**src/rtl/bitsixtyfour_array_seq_if.sv**
```systemverilog
// -----------------------------------------------------------------------------
// bitsixtyfour_array_seq_if
//
// Purpose:
//   Bundles every non-clock signal of the 64-bit array sequencer into one
//   interface. It carries three groups of signals:
//     - the request channel, which also carries the settle configuration,
//     - the analog array drive/sense buses,
//     - the response channel.
//
// Modports:
//   slave  - the sequencer side (bitsixtyfour_array_seq).
//   master - the requester side (the host logic, or a testbench).
//
// Signal summary:
//   cfg_settle [SETTLE_W]      settle cycles; 0 is treated as 1.
//   req_valid / req_ready      request handshake.
//   req_x, req_k [BIT_SIZE]    operands.
//   arr_x, arr_x_bar,
//   arr_k, arr_k_bar [BIT_SIZE] true/complement rails to the array.
//   arr_s [BIT_SIZE]           array output; asynchronous to the clock.
//   rsp_valid / rsp_ready      response handshake.
//   rsp_s [BIT_SIZE]           captured array word.
//   rsp_pop [POP_W]            number of ones in rsp_s.
//   busy                       sequencer is not idle.
// -----------------------------------------------------------------------------
interface bitsixtyfour_array_seq_if #(
   parameter int BIT_SIZE = 64,
   parameter int SETTLE_W = 8,
   parameter int POP_W    = 7
);

   logic [SETTLE_W-1:0] cfg_settle;
   logic                req_valid;
   logic                req_ready;
   logic [BIT_SIZE-1:0] req_x;
   logic [BIT_SIZE-1:0] req_k;
   logic [BIT_SIZE-1:0] arr_x;
   logic [BIT_SIZE-1:0] arr_x_bar;
   logic [BIT_SIZE-1:0] arr_k;
   logic [BIT_SIZE-1:0] arr_k_bar;
   logic [BIT_SIZE-1:0] arr_s;
   logic                rsp_valid;
   logic                rsp_ready;
   logic [BIT_SIZE-1:0] rsp_s;
   logic [POP_W-1:0]    rsp_pop;
   logic                busy;

   // The sequencer consumes requests and array sense data, and produces
   // array drive, responses and status.
   modport slave (
      input  cfg_settle, req_valid, req_x, req_k, arr_s, rsp_ready,
      output req_ready, arr_x, arr_x_bar, arr_k, arr_k_bar,
             rsp_valid, rsp_s, rsp_pop, busy
   );

   // The requester mirrors the sequencer view.
   modport master (
      output cfg_settle, req_valid, req_x, req_k, arr_s, rsp_ready,
      input  req_ready, arr_x, arr_x_bar, arr_k, arr_k_bar,
             rsp_valid, rsp_s, rsp_pop, busy
   );

endinterface

```
**src/rtl/bitsixtyfour_array_seq.sv**
```systemverilog
// -----------------------------------------------------------------------------
// bitsixtyfour_array_seq
//
// Purpose:
//   Sequencer for the 64-bit complementary-input analog CMOS array.
//   One request is handled at a time:
//     - the operand pair is latched when the request is accepted,
//     - the true and complement rails are driven for a programmable number
//       of settle cycles,
//     - the asynchronous s outputs are sampled through a 2-flop synchronizer,
//     - the captured word and its population count are returned on a
//       valid/ready response channel.
//
// Ports:
//   wb_clk_i - single clock.
//   wb_rst_i - asynchronous, active-high reset.
//   bus      - bitsixtyfour_array_seq_if.slave; carries the request,
//              array and response signals.
//
// Configuration:
//   BITSIXTYFOUR_SAMPLE_VOTE_EN
//     Undefined (default): SAMPLE lasts 2 cycles and the synchronizer
//       output is captured once, on the last SAMPLE edge.
//     Defined: SAMPLE lasts 5 cycles. The synchronizer output is captured
//       on SAMPLE cycles 3, 4 and 5. The response carries the bitwise
//       majority of the three captures.
// -----------------------------------------------------------------------------
module bitsixtyfour_array_seq #(
   parameter int BIT_SIZE = 64,
   parameter int SETTLE_W = 8,
   parameter int POP_W    = 7
) (
   input  logic                     wb_clk_i,
   input  logic                     wb_rst_i,
   bitsixtyfour_array_seq_if.slave  bus
);

   typedef enum logic [1:0] {
      IDLE   = 2'd0,
      DRIVE  = 2'd1,
      SAMPLE = 2'd2,
      RESP   = 2'd3
   } state_t;

   // SAMPLE sub-counter value on the final SAMPLE edge. SAMPLE lasts
   // (SAMPLE_LAST + 1) cycles.
`ifdef BITSIXTYFOUR_SAMPLE_VOTE_EN
   localparam logic [2:0] SAMPLE_LAST = 3'd4;
`else
   localparam logic [2:0] SAMPLE_LAST = 3'd1;
`endif

   state_t              state_q, state_d;
   logic [BIT_SIZE-1:0] xReg_q, xReg_d;
   logic [BIT_SIZE-1:0] kReg_q, kReg_d;
   logic [SETTLE_W-1:0] settleCnt_q, settleCnt_d;
   logic [2:0]          subCnt_q, subCnt_d;
   logic [BIT_SIZE-1:0] sync1_q, sync2_q;
   logic [BIT_SIZE-1:0] arrX_q, arrX_d;
   logic [BIT_SIZE-1:0] arrXBar_q, arrXBar_d;
   logic [BIT_SIZE-1:0] arrK_q, arrK_d;
   logic [BIT_SIZE-1:0] arrKBar_q, arrKBar_d;
   logic                rspValid_q, rspValid_d;
   logic [BIT_SIZE-1:0] rspS_q, rspS_d;
   logic [POP_W-1:0]    rspPop_q, rspPop_d;
   logic [BIT_SIZE-1:0] capturedWord;
   logic                driveOn;
`ifdef BITSIXTYFOUR_SAMPLE_VOTE_EN
   logic [BIT_SIZE-1:0] voteA_q, voteA_d;
   logic [BIT_SIZE-1:0] voteB_q, voteB_d;
`endif

   // Counts the ones in a word.
   // The width of the sum covers the full range 0..BIT_SIZE.
   function automatic logic [POP_W-1:0] popCount(input logic [BIT_SIZE-1:0] w);
      logic [POP_W-1:0] n;
      n = '0;
      for (int i = 0; i < BIT_SIZE; i++) begin
         n = n + POP_W'(w[i]);
      end
      return n;
   endfunction

   // Two-flop synchronizer on the array outputs.
   // arr_s changes with no relation to wb_clk_i, so nothing downstream ever
   // looks at it directly. The synchronizer runs every cycle, whatever the
   // FSM state, so it is already primed when SAMPLE starts.
   always_ff @(posedge wb_clk_i or posedge wb_rst_i) begin
      if (wb_rst_i) begin
         sync1_q <= '0;
         sync2_q <= '0;
      end else begin
         sync1_q <= bus.arr_s;
         sync2_q <= sync1_q;
      end
   end

   // State and datapath registers.
   // The array drive registers sit here too, so the rails come straight off
   // flops. An asynchronous reset therefore neutralises the array at once,
   // without waiting for a clock edge.
   always_ff @(posedge wb_clk_i or posedge wb_rst_i) begin
      if (wb_rst_i) begin
         state_q     <= IDLE;
         xReg_q      <= '0;
         kReg_q      <= '0;
         settleCnt_q <= '0;
         subCnt_q    <= '0;
         arrX_q      <= '0;
         arrXBar_q   <= '0;
         arrK_q      <= '0;
         arrKBar_q   <= '0;
         rspValid_q  <= 1'b0;
         rspS_q      <= '0;
         rspPop_q    <= '0;
`ifdef BITSIXTYFOUR_SAMPLE_VOTE_EN
         voteA_q     <= '0;
         voteB_q     <= '0;
`endif
      end else begin
         state_q     <= state_d;
         xReg_q      <= xReg_d;
         kReg_q      <= kReg_d;
         settleCnt_q <= settleCnt_d;
         subCnt_q    <= subCnt_d;
         arrX_q      <= arrX_d;
         arrXBar_q   <= arrXBar_d;
         arrK_q      <= arrK_d;
         arrKBar_q   <= arrKBar_d;
         rspValid_q  <= rspValid_d;
         rspS_q      <= rspS_d;
         rspPop_q    <= rspPop_d;
`ifdef BITSIXTYFOUR_SAMPLE_VOTE_EN
         voteA_q     <= voteA_d;
         voteB_q     <= voteB_d;
`endif
      end
   end

   // Word handed to the response on the final SAMPLE edge.
   // With voting, two earlier captures are combined with the live
   // synchronizer output, so a single-cycle upset on one bit is outvoted.
   always_comb begin
      capturedWord = sync2_q;
`ifdef BITSIXTYFOUR_SAMPLE_VOTE_EN
      capturedWord = (voteA_q & voteB_q) | (voteA_q & sync2_q) | (voteB_q & sync2_q);
`endif
   end

   // Next-state and datapath logic for the four-state sequence
   // IDLE -> DRIVE -> SAMPLE -> RESP.
   // The settle count is sampled once, at accept, so later changes on
   // cfg_settle cannot disturb an operation in flight. A zero setting is
   // promoted to one, so DRIVE always lasts at least a cycle.
   always_comb begin
      state_d     = state_q;
      xReg_d      = xReg_q;
      kReg_d      = kReg_q;
      settleCnt_d = settleCnt_q;
      subCnt_d    = subCnt_q;
      rspValid_d  = rspValid_q;
      rspS_d      = rspS_q;
      rspPop_d    = rspPop_q;
`ifdef BITSIXTYFOUR_SAMPLE_VOTE_EN
      voteA_d     = voteA_q;
      voteB_d     = voteB_q;
`endif

      case (state_q)
         IDLE: begin
            if (bus.req_valid) begin
               xReg_d      = bus.req_x;
               kReg_d      = bus.req_k;
               settleCnt_d = (bus.cfg_settle == '0) ? SETTLE_W'(1) : bus.cfg_settle;
               state_d     = DRIVE;
            end
         end

         DRIVE: begin
            if (settleCnt_q == SETTLE_W'(1)) begin
               subCnt_d = '0;
               state_d  = SAMPLE;
            end else begin
               settleCnt_d = settleCnt_q - SETTLE_W'(1);
            end
         end

         SAMPLE: begin
`ifdef BITSIXTYFOUR_SAMPLE_VOTE_EN
            if (subCnt_q == 3'd2) begin
               voteA_d = sync2_q;
            end
            if (subCnt_q == 3'd3) begin
               voteB_d = sync2_q;
            end
`endif
            if (subCnt_q == SAMPLE_LAST) begin
               rspS_d     = capturedWord;
               rspPop_d   = popCount(capturedWord);
               rspValid_d = 1'b1;
               state_d    = RESP;
            end else begin
               subCnt_d = subCnt_q + 3'd1;
            end
         end

         RESP: begin
            if (bus.rsp_ready) begin
               rspValid_d = 1'b0;
               state_d    = IDLE;
            end
         end

         default: begin
            state_d = IDLE;
         end
      endcase
   end

   // Array drive for the coming cycle.
   // The drive is derived from the next state, so the registered rails are
   // live throughout DRIVE and SAMPLE and are zero throughout IDLE and RESP.
   // In the zero state both rails of a bit are low, so true and complement
   // are never high together.
   always_comb begin
      driveOn   = (state_d == DRIVE) || (state_d == SAMPLE);
      arrX_d    = '0;
      arrXBar_d = '0;
      arrK_d    = '0;
      arrKBar_d = '0;
      if (driveOn) begin
         arrX_d    = xReg_d;
         arrXBar_d = ~xReg_d;
         arrK_d    = kReg_d;
         arrKBar_d = ~kReg_d;
      end
   end

   // Status and outputs.
   // busy and req_ready decode the state register directly, so both change
   // immediately when reset is asserted.
   assign bus.req_ready = (state_q == IDLE);
   assign bus.busy      = (state_q != IDLE);
   assign bus.arr_x     = arrX_q;
   assign bus.arr_x_bar = arrXBar_q;
   assign bus.arr_k     = arrK_q;
   assign bus.arr_k_bar = arrKBar_q;
   assign bus.rsp_valid = rspValid_q;
   assign bus.rsp_s     = rspS_q;
   assign bus.rsp_pop   = rspPop_q;

endmodule

```
**src/flat_wrapper.sv**
```systemverilog
// flat-port wrapper written by rule: the top's interface ports become plain ports
module bitsixtyfour_array_seq_flat 
#(
   parameter int BIT_SIZE = 64,
   parameter int SETTLE_W = 8,
   parameter int POP_W    = 7
)
  (wb_clk_i, wb_rst_i, bus_cfg_settle, bus_req_valid, bus_req_x, bus_req_k, bus_arr_s, bus_rsp_ready, bus_req_ready, bus_arr_x, bus_arr_x_bar, bus_arr_k, bus_arr_k_bar, bus_rsp_valid, bus_rsp_s, bus_rsp_pop, bus_busy);
  bitsixtyfour_array_seq_if #(.BIT_SIZE(BIT_SIZE), .SETTLE_W(SETTLE_W), .POP_W(POP_W)) bus_i ();
  input  logic wb_clk_i;
  input  logic wb_rst_i;
  input wire logic [$bits(bus_i.cfg_settle)-1:0] bus_cfg_settle;
  input wire logic [$bits(bus_i.req_valid)-1:0] bus_req_valid;
  input wire logic [$bits(bus_i.req_x)-1:0] bus_req_x;
  input wire logic [$bits(bus_i.req_k)-1:0] bus_req_k;
  input wire logic [$bits(bus_i.arr_s)-1:0] bus_arr_s;
  input wire logic [$bits(bus_i.rsp_ready)-1:0] bus_rsp_ready;
  output wire logic [$bits(bus_i.req_ready)-1:0] bus_req_ready;
  output wire logic [$bits(bus_i.arr_x)-1:0] bus_arr_x;
  output wire logic [$bits(bus_i.arr_x_bar)-1:0] bus_arr_x_bar;
  output wire logic [$bits(bus_i.arr_k)-1:0] bus_arr_k;
  output wire logic [$bits(bus_i.arr_k_bar)-1:0] bus_arr_k_bar;
  output wire logic [$bits(bus_i.rsp_valid)-1:0] bus_rsp_valid;
  output wire logic [$bits(bus_i.rsp_s)-1:0] bus_rsp_s;
  output wire logic [$bits(bus_i.rsp_pop)-1:0] bus_rsp_pop;
  output wire logic [$bits(bus_i.busy)-1:0] bus_busy;
  assign bus_i.cfg_settle = bus_cfg_settle;
  assign bus_i.req_valid = bus_req_valid;
  assign bus_i.req_x = bus_req_x;
  assign bus_i.req_k = bus_req_k;
  assign bus_i.arr_s = bus_arr_s;
  assign bus_i.rsp_ready = bus_rsp_ready;
  assign bus_req_ready = bus_i.req_ready;
  assign bus_arr_x = bus_i.arr_x;
  assign bus_arr_x_bar = bus_i.arr_x_bar;
  assign bus_arr_k = bus_i.arr_k;
  assign bus_arr_k_bar = bus_i.arr_k_bar;
  assign bus_rsp_valid = bus_i.rsp_valid;
  assign bus_rsp_s = bus_i.rsp_s;
  assign bus_rsp_pop = bus_i.rsp_pop;
  assign bus_busy = bus_i.busy;
  bitsixtyfour_array_seq #(.BIT_SIZE(BIT_SIZE), .SETTLE_W(SETTLE_W), .POP_W(POP_W)) u_core (.wb_clk_i(wb_clk_i), .wb_rst_i(wb_rst_i), .bus(bus_i));
endmodule
```
**config.mk**
```make
export PLATFORM = sky130hd
export DESIGN_NAME = bitsixtyfour_array_seq_flat
export DESIGN_NICKNAME = d
export VERILOG_FILES = /design/src/rtl/bitsixtyfour_array_seq_if.sv /design/src/rtl/bitsixtyfour_array_seq.sv /design/src/flat_wrapper.sv
export SDC_FILE = /design/constraint.sdc
export NUM_CORES = 1
export LEC_CHECK = 0
export ABC_AREA = 1
export CAP_MARGIN = 20
export CORE_ASPECT_RATIO = 1.5
export CORE_UTILIZATION = 37
export DETAILED_ROUTE_END_ITERATION = 8
export PLACE_DENSITY = 0.72
export REMOVE_ABC_BUFFERS = 1
export SLEW_MARGIN = 40
export SYNTH_ARGS = -nofsm -noshare
export SYNTH_HDL_FRONTEND = slang
export SYNTH_SLANG_ARGS = --single-unit
```
**constraint.sdc**
```tcl
create_clock -name wb_clk_i -period 22.8 [get_ports wb_clk_i]
set_input_delay 3.42 -clock wb_clk_i [delete_from_list [all_inputs] [get_ports wb_clk_i]]
set_output_delay 3.42 -clock wb_clk_i [all_outputs]
set_load 0.1 [all_outputs]
```
# --- Word level (Yosys, flattened, before mapping) ---
# Cells that the tools add are included.
# W data, S select, Z words.
totals:
  inputBits: 204
  ff_bits: 597
  output_inout_bits: 330
op_classes:
  n_eq_ne: 13
  n_reduce_logical: 11
  n_mux: 23
  addsub: 65
  n_bitwise: 2
ops:
  columns: ["op", "count"]
  rows:
  - ["$mux W64", 8]
  - ["$add A7 B1 Y7", 62]
  - ["$not A64 Y64", 2]
  - ["$mux W8", 3]
  - ["$pmux W8 S2", 1]
  - ["$reduce_and A3 Y1", 3]
  - ["$eq A8 B1 Y1 const B", 1]
  - ["$logic_not A8 Y1", 1]
  - ["$mux W2", 4]
  - ["$ne A2 B2 Y1 const B", 4]
  - ["$pmux W2 S4", 1]
  - ["$reduce_bool A2 Y1", 4]
  - ["$sub A8 B1 Y8 const B", 1]
  - ["$eq A2 B2 Y1 const B", 3]
  - ["$mux W3", 2]
  - ["$pmux W3 S2", 1]
  - ["$eq A2 B1 Y1 const B", 2]
  - ["$ne A2 B1 Y1 const B", 2]
  - ["$add A3 B1 Y3 const B", 1]
  - ["$eq A3 B1 Y1 const B", 1]
  - ["$add A1 B1 Y2", 1]
  - ["$logic_not A2 Y1", 1]
  - ["$mux W1", 2]
  - ["$pmux W1 S2", 1]
  - ["2 further kinds", 2]

# --- Logic depth before layout (Yosys ltp) ---
logic_depth:
  ltp_word: 63
  mapped_depth: 23

# --- Least setup slack after synthesis ---
# No wires, ideal clock.
synth_path:
  path_kind: "reg2reg"
  from: "register u_core.sync2_q[0] (netlist: u_core.capturedWord[0])"
  to: "register u_core.rspPop_q[6] (netlist: u_core.bus.rsp_pop[6])"
  n_path_buf: 0
  setup_slack_ps: 17034
  required_ps: 22722
  t_arrival_ps: 5688
  stages_incl_launch_ff: 18
  setup_time_ps: 78
  cell_sequence: "dfrtp_1 -> ha_1 -> inv_1 -> fa_1 -> fa_1 -> fa_1 -> fa_1 -> fa_1 -> fa_1 -> fa_1 -> fa_1 -> fa_1 -> fa_1 -> o21ai_0 -> nand2_1 -> nand2_1 -> nand2_1 -> a21oi_1"
synth_between:
  elab_chain_cells: 63
synth_rtl:
  columns: ["item", "line", "source"]
  rows:
  - ["start, declared", "bitsixtyfour_array_seq.sv:58", "logic [BIT_SIZE-1:0] sync1_q, sync2_q;"]
  - ["start signal, assigned", "bitsixtyfour_array_seq.sv:94", "sync2_q <= sync1_q;"]
  - ["$add A1 B1 Y2", "bitsixtyfour_array_seq.sv:79", "n = n + POP_W'(w[i]);"]
  - ["$add A7 B1 Y7 (62 in series)", "bitsixtyfour_array_seq.sv:79", null]
  - ["end signal, assigned", "bitsixtyfour_array_seq.sv:132", "rspPop_q <= rspPop_d;"]
  - ["end, declared", "bitsixtyfour_array_seq.sv:65", "logic [POP_W-1:0] rspPop_q, rspPop_d;"]
# No other way between the ends.
# A chain may end at the register's enable or synchronous reset.

# --- Worst setup path after layout ---
layout_path:
  from: "register u_core.sync2_q[1] (netlist: u_core.capturedWord[1])"
  to: "register u_core.rspPop_q[6] (netlist: u_core.bus.rsp_pop[6])"
# Same word-level chain as after synthesis.

==> results.sh <==
export IMPL_die_w_um=200
export IMPL_final_cell_mix="dfrtp_1 (597), buf_2 (329), inv_1 (243), clkdlybuf4s50_1 (203), o21ai_0 (183)"
export IMPL_ys_warn_count=0
export IMPL_mostFrequentLayoutCell="dfrtp_1"
export IMPL_rsz0062_at_grt="false"
export IMPL_start_util=0.376
export IMPL_synthesis_area_sq_um=21800
export IMPL_status="finished clean"
export IMPL_synth_largest_area_cell="dfrtp_1"
export IMPL_ys_flop_type="dfrtp_1"
export IMPL_ant_nets=0
export IMPL_synthArstFlopShare=1.00
export IMPL_timing_hold_ws_ns=0.344
export IMPL_fp_row_count=108
export IMPL_dp_hpwl_um=38300
export IMPL_stdcell_area_sq_um=28200
export IMPL_place_area_sq_um=26100
export IMPL_post_route_util=0.487
export IMPL_die_area_sq_um=59900
export IMPL_cap_violations=0
export IMPL_grt_max_degree=172
export IMPL_cts_made_buffers=56
export IMPL_skew_ns=0.0287
export IMPL_required_ns=23.33
export IMPL_gp_congestion=0.835
export IMPL_fin_nets=2595
export IMPL_cts_sinks=597
export IMPL_htreeDepth=2
export IMPL_ctsLongestPathBuffers=3
export IMPL_slowest_delay_ns=0.58
export IMPL_antenna_found_initial=3
export IMPL_worst_pin_slew_ns=0.698
export IMPL_grt_pass1_vias=15100
export IMPL_synth_seq_area_share=0.686
export IMPL_max_freq_mhz=161
export IMPL_wl_um=53700
export IMPL_vias=13900
export IMPL_core_sq_um=58000
export IMPL_grt_ovfl_total=0
export IMPL_cts_resized=0
export IMPL_worstPathCellList="ha_1 > inv_1 > fa_1 > fa_1 > fa_1 > fa_1 > fa_1 > fa_1 > fa_1 > fa_1 > fa_1 > fa_1 > o21ai_0 > nand2_1 > nand2_1 > nand2_1 > a21oi_1"
export IMPL_track_usage=0.180
export IMPL_via_per_inst=4.43
export IMPL_hp_start="u_core.sync1_q[55]"
export IMPL_area_delta_synth_final_pct=29.5
export IMPL_max_slew_margin=0.535
export IMPL_end_kind="flip-flop"
export IMPL_yosysUniqueCellTypes=32
export IMPL_portBuffers=533
export IMPL_synth_edff_count=0
export IMPL_drive_above_1_share=0.318
export IMPL_drt_iter0_drc=491
export IMPL_cts_clk_slew_worst_paths_ns=0.06
export IMPL_setup_viol=0
export IMPL_path_class="reg -> reg"
export IMPL_hold_viol=0
export IMPL_cts_hold_buf=0
export IMPL_slowest_stage="fa_1"
export IMPL_grt_first_pass_wirelength_um=82800
export IMPL_drc=0
export IMPL_synth_area_leaders="dfrtp_1 (69%), nor2_2 (5.0%), fa_1 (5.0%)"
export IMPL_crit_reg2reg_launch="u_core.capturedWord[1]"
export IMPL_worstSetupStartpoint="u_core.capturedWord[1]"
export IMPL_dr_pass1_iters=5
export IMPL_worstSkewPairLatency_ns=0.61
export IMPL_avgSynthCellArea_sq_um=12.2
export IMPL_fin_tns_setup_ns=0
export IMPL_wl_per_cell_um=17.2
export IMPL_startpoint_type="flip-flop"
export IMPL_ys_ff_latch=597
export IMPL_drv_slew=0
export IMPL_cts_root_buffer="clkbuf_16"
export IMPL_crit_fanout=2
export IMPL_synthesis_instances=1781
export IMPL_post_cts_buffers=0
export IMPL_cts_tree="yes"
export IMPL_synth_top_area_share=0.686
export IMPL_die_h_um=299
export IMPL_finalCriticalPeriod_ns=6.19
export IMPL_crit_top_cell="fa_1"
export IMPL_io_pins=534
export IMPL_period_share=0.272
export IMPL_cp_arrival_ns=6.72
export IMPL_hold_path_class="reg -> reg"
final cells by class:
cell class	count	area (sq um)
Antenna cell	3	7.51
Clock buffer	77	1640
Clock inverter	23	350
Fill cell	5140	29800
Inverter	247	941
Multi-Input combinational cell	864	5450
Sequential cell	597	14900
Tap cell	770	963
Timing Repair Buffer	547	3910
flip-flops by register name, indices dropped and copies added, names as in the netlist:
| signal | count |
|---|---|
| u_core.bus.rsp_pop | 7 |
| u_core.xReg_q | 64 |
| u_core.bus.arr_k_bar | 64 |
| u_core.subCnt_q | 3 |
| u_core.capturedWord | 64 |
| u_core.bus.arr_x_bar | 64 |
| u_core.bus.rsp_s | 64 |
| u_core.bus.rsp_valid | 1 |
| u_core.settleCnt_q | 8 |
| u_core.state_q | 2 |
| u_core.kReg_q | 64 |
| u_core.bus.arr_k | 64 |
| u_core.bus.arr_x | 64 |
| u_core.sync1_q | 64 |
logic make-up after synthesis:
group / synth area share
flip-flops: 0.686
XOR/XNOR: 0.00161
buffers and inverters: 0.0650
adder cells (fa/ha/maj): 0.0634
AND/OR/NAND/NOR: 0.135
AO/OA/AOI/OAI: 0.0491
per-layer routing:
| layer | up-vias | share of wire | global-route usage |
|---|---|---|---|
| met1 | 6844 | 0.36 | 0.195 |
| met4 | 2 | 0.036 | 0.0691 |
| met3 | 103 | 0.087 | 0.0618 |
| met5 | - | 0.00035 | 0 |
| met2 | 470 | 0.51 | 0.318 |
| li1 | 6434 | - | - |
metrics by stage:
stage                     instances  worst slack (ns)
after global placement         3021             16.19
final                          3128             16.61
after CTS                      3123             16.58
after global routing           3127             16.33
after floorplan                1708              2.67
after detailed placement       3023             16.05
path summary, 6_finish.rpt:
| kind | endpoint | slack (ns) | depth (start not counted) |
|---|---|---|---|
| worst max register to register | u_core.bus.rsp_pop[6] | 16.61 | 17 |
| worst min-delay path | u_core.capturedWord[55] | 0.34 | 0 |
| max in group asynchronous | u_core.state_q[1] | 17.34 | 5 |
| min in group asynchronous | u_core.bus.arr_k[58] | 3.45 | 2 |
| worst max-delay path | u_core.bus.rsp_pop[6] | 16.61 | 17 |
| worst min register to register | u_core.capturedWord[55] | 0.34 | 0 |
critical path, delay by kind of cell, from the launching register on:
kind / cells / cell delay (ns)
AND/OR/NAND/NOR: 3 / 0.21
AO/OA/AOI/OAI: 2 / 0.34
buffers and inverters: 1 / 0.04
adder cells (fa/ha/maj): 11 / 5.14
flip-flops: 1 / 0.39
synthesized netlist by cell type, types with 7 or more instances:
| cell type | instances |
|---|---|
| or2_2 | 129 |
| inv_1 | 244 |
| o21ai_1 | 7 |
| clkbuf_1 | 42 |
| a21oi_1 | 13 |
| nor2_1 | 99 |
| fa_1 | 54 |
| buf_6 | 25 |
| nand3_1 | 8 |
| o21ai_0 | 183 |
| dfrtp_1 | 597 |
| nor2_2 | 175 |
| nand2_1 | 153 |
| ha_1 | 24 |
Power is left out: the tool's default activity adds up to more than one toggle a clock period on the data nets, which glitch-free logic cannot reach.
==> variant, RTL diff (same settings) <==
Re-encode `state_t` (4 states) as one-hot, 4 bits wide.
--- a/src/rtl/bitsixtyfour_array_seq.sv
+++ b/src/rtl/bitsixtyfour_array_seq.sv
@@ -35,11 +35,11 @@
    bitsixtyfour_array_seq_if.slave  bus
 );
 
-   typedef enum logic [1:0] {
-      IDLE   = 2'd0,
-      DRIVE  = 2'd1,
-      SAMPLE = 2'd2,
-      RESP   = 2'd3
+   typedef enum logic [3:0] {
+      IDLE   = 4'b0001,
+      DRIVE  = 4'b0010,
+      SAMPLE = 4'b0100,
+      RESP   = 4'b1000
    } state_t;
 
    // SAMPLE sub-counter value on the final SAMPLE edge. SAMPLE lasts
Function: same outputs for any inputs over 4 cycles, from zero or initial values and one cycle with wb_rst_i high; so few cycles prove little.
==> variant against the unedited design <==
Sequential cell count up 2. Design area up 3.1%. Worst setup slack better by 0.029 ns. Hold slack worse by 0.0014 ns. Utilization down 0.32 points. Area after synthesis up 3.8%. Wire length up 0.98%. Synthesized cell count up 23%.
Power is left out: the tool's default activity adds up to more than one toggle a clock period on the data nets, which glitch-free logic cannot reach.
==> variant: results (changes against the unedited design) <==
CP arrival 6.64 ns (-0.08 ns); Clock Skew 0.0233 ns (-0.00544 ns); Post-Synth Adder-Cell Area 5.89% (-0.45 points); Hold Startpoint u_core.sync1_q[36]; Clock Root Buffer clkbuf_16; DRC Markers 0 (unchanged); Filler Cell Count 5,462 (+6.3%); Final Routed Wirelength 54.2 mm (+0.98%); multi-input logic area 4900 µm² (-10%); Top Family by Delay on Critical Path adder cells; Critical Path Start Type register; worst stage delay on the critical path 0.56 ns (-0.02 ns); CP max stage cell fa_1; TritonCTS buffer count 56 (unchanged); CP max FO 3 (+1); nets 2,998 (+16%); largest net degree at the start of global routing 134 (-22%); Critical R2R Launch u_core.capturedWord[0]; slew margin rel. 45.4% (-8.1 points); R2R depth 16 (-1); dpl cells 3,446 (+14%); Synth Area in Compound Gates 4.96% (+0.043 points); clk_lat worst skew 0.60 ns; Cell Area, Placed 27,100 µm² (+3.8%); ys async rst share 100% (unchanged); r2r setup slk 16.64 ns (+0.03 ns); fin crit share 27.0% (-0.13 points); number of port buffers 533 (unchanged); sequential element share of the synthesized area 66.3% (-2.3 points); Hold WS 0.342 ns (-0.00136 ns); Unique masters post-synth 28 (-13%); GRT Overall Usage 17.8% (-0.18 points); clk buf depth 3 (unchanged); setup bufs post-CTS 0 (unchanged); ranking of synthesized cells by area dfrtp_1 66%, inv_1 10%, nand2_1 9.3%; post_cts resized 0 (unchanged); Hold Crit Depth 0 (unchanged); XOR/XNOR Fraction of Synth Area 0.0775% (-0.083 points); DR iter-0 viols 664 (+35%); wire length of the first global-routing pass 85.0 mm (+2.6%); top cells by count, synth 616 x inv_1, 598 x dfrtp_1, 561 x nand2_1; yosys warns 0 (unchanged); status finished clean; Worst Setup EP u_core.bus.rsp_pop[4]; cell count after synthesis 2,188 (+23%); pre-CTS setup slack 15.99 ns (-0.0571 ns); gpl congestion 0.834 (-0.20%); Non-Filler Instances 3,550 (+13%); First-pass DRT Iterations 5 (unchanged); post-synthesis mux area share 0% (unchanged); initial antenna violation count 6 (+3); Clock transition at path regs ~0.070 ns; # hold bufs at CTS 0 (unchanged); min-delay worst type reg2reg; DR vias 14,900 (+7.7%); dpl hpwl 38.4 mm (+0.42%); H-tree depth 2 (unchanged); layout cells sized above 1 18.0% (-14 points); Endpoint, Worst Hold u_core.capturedWord[36]
## variant: cell types whose count changed after synthesis, moves of 50 or more
cell     change
nor2_2     -173
nor2_1      -80
buf_2       +50
nand2_1    +408
inv_1      +372
o21ai_1     +83
or2_2      -127
o21ai_0    -126
## variant: final cells by class
type | instances | area share (%)
clock inverter | 19 | 0.844
inverter | 628 | 8.15
clock buffer | 84 | 5.77
tap | 784 | 3.37
sequential | 599 | 51.6
multi-input combinational | 888 | 16.9
antenna | 1 | 0.00861
timing repair buffer | 547 | 13.4
## variant: layer usage
metal	part of all wire [%]	track usage, %	vias to the layer above	wire length (µm)
li1	-	-	7288	-
met1	38	19.9	7058	20600
met2	50	31.2	463	27400
met3	8.2	5.84	97	4450
met4	3.2	6.38	10	1740
met5	0.13	0	-	69
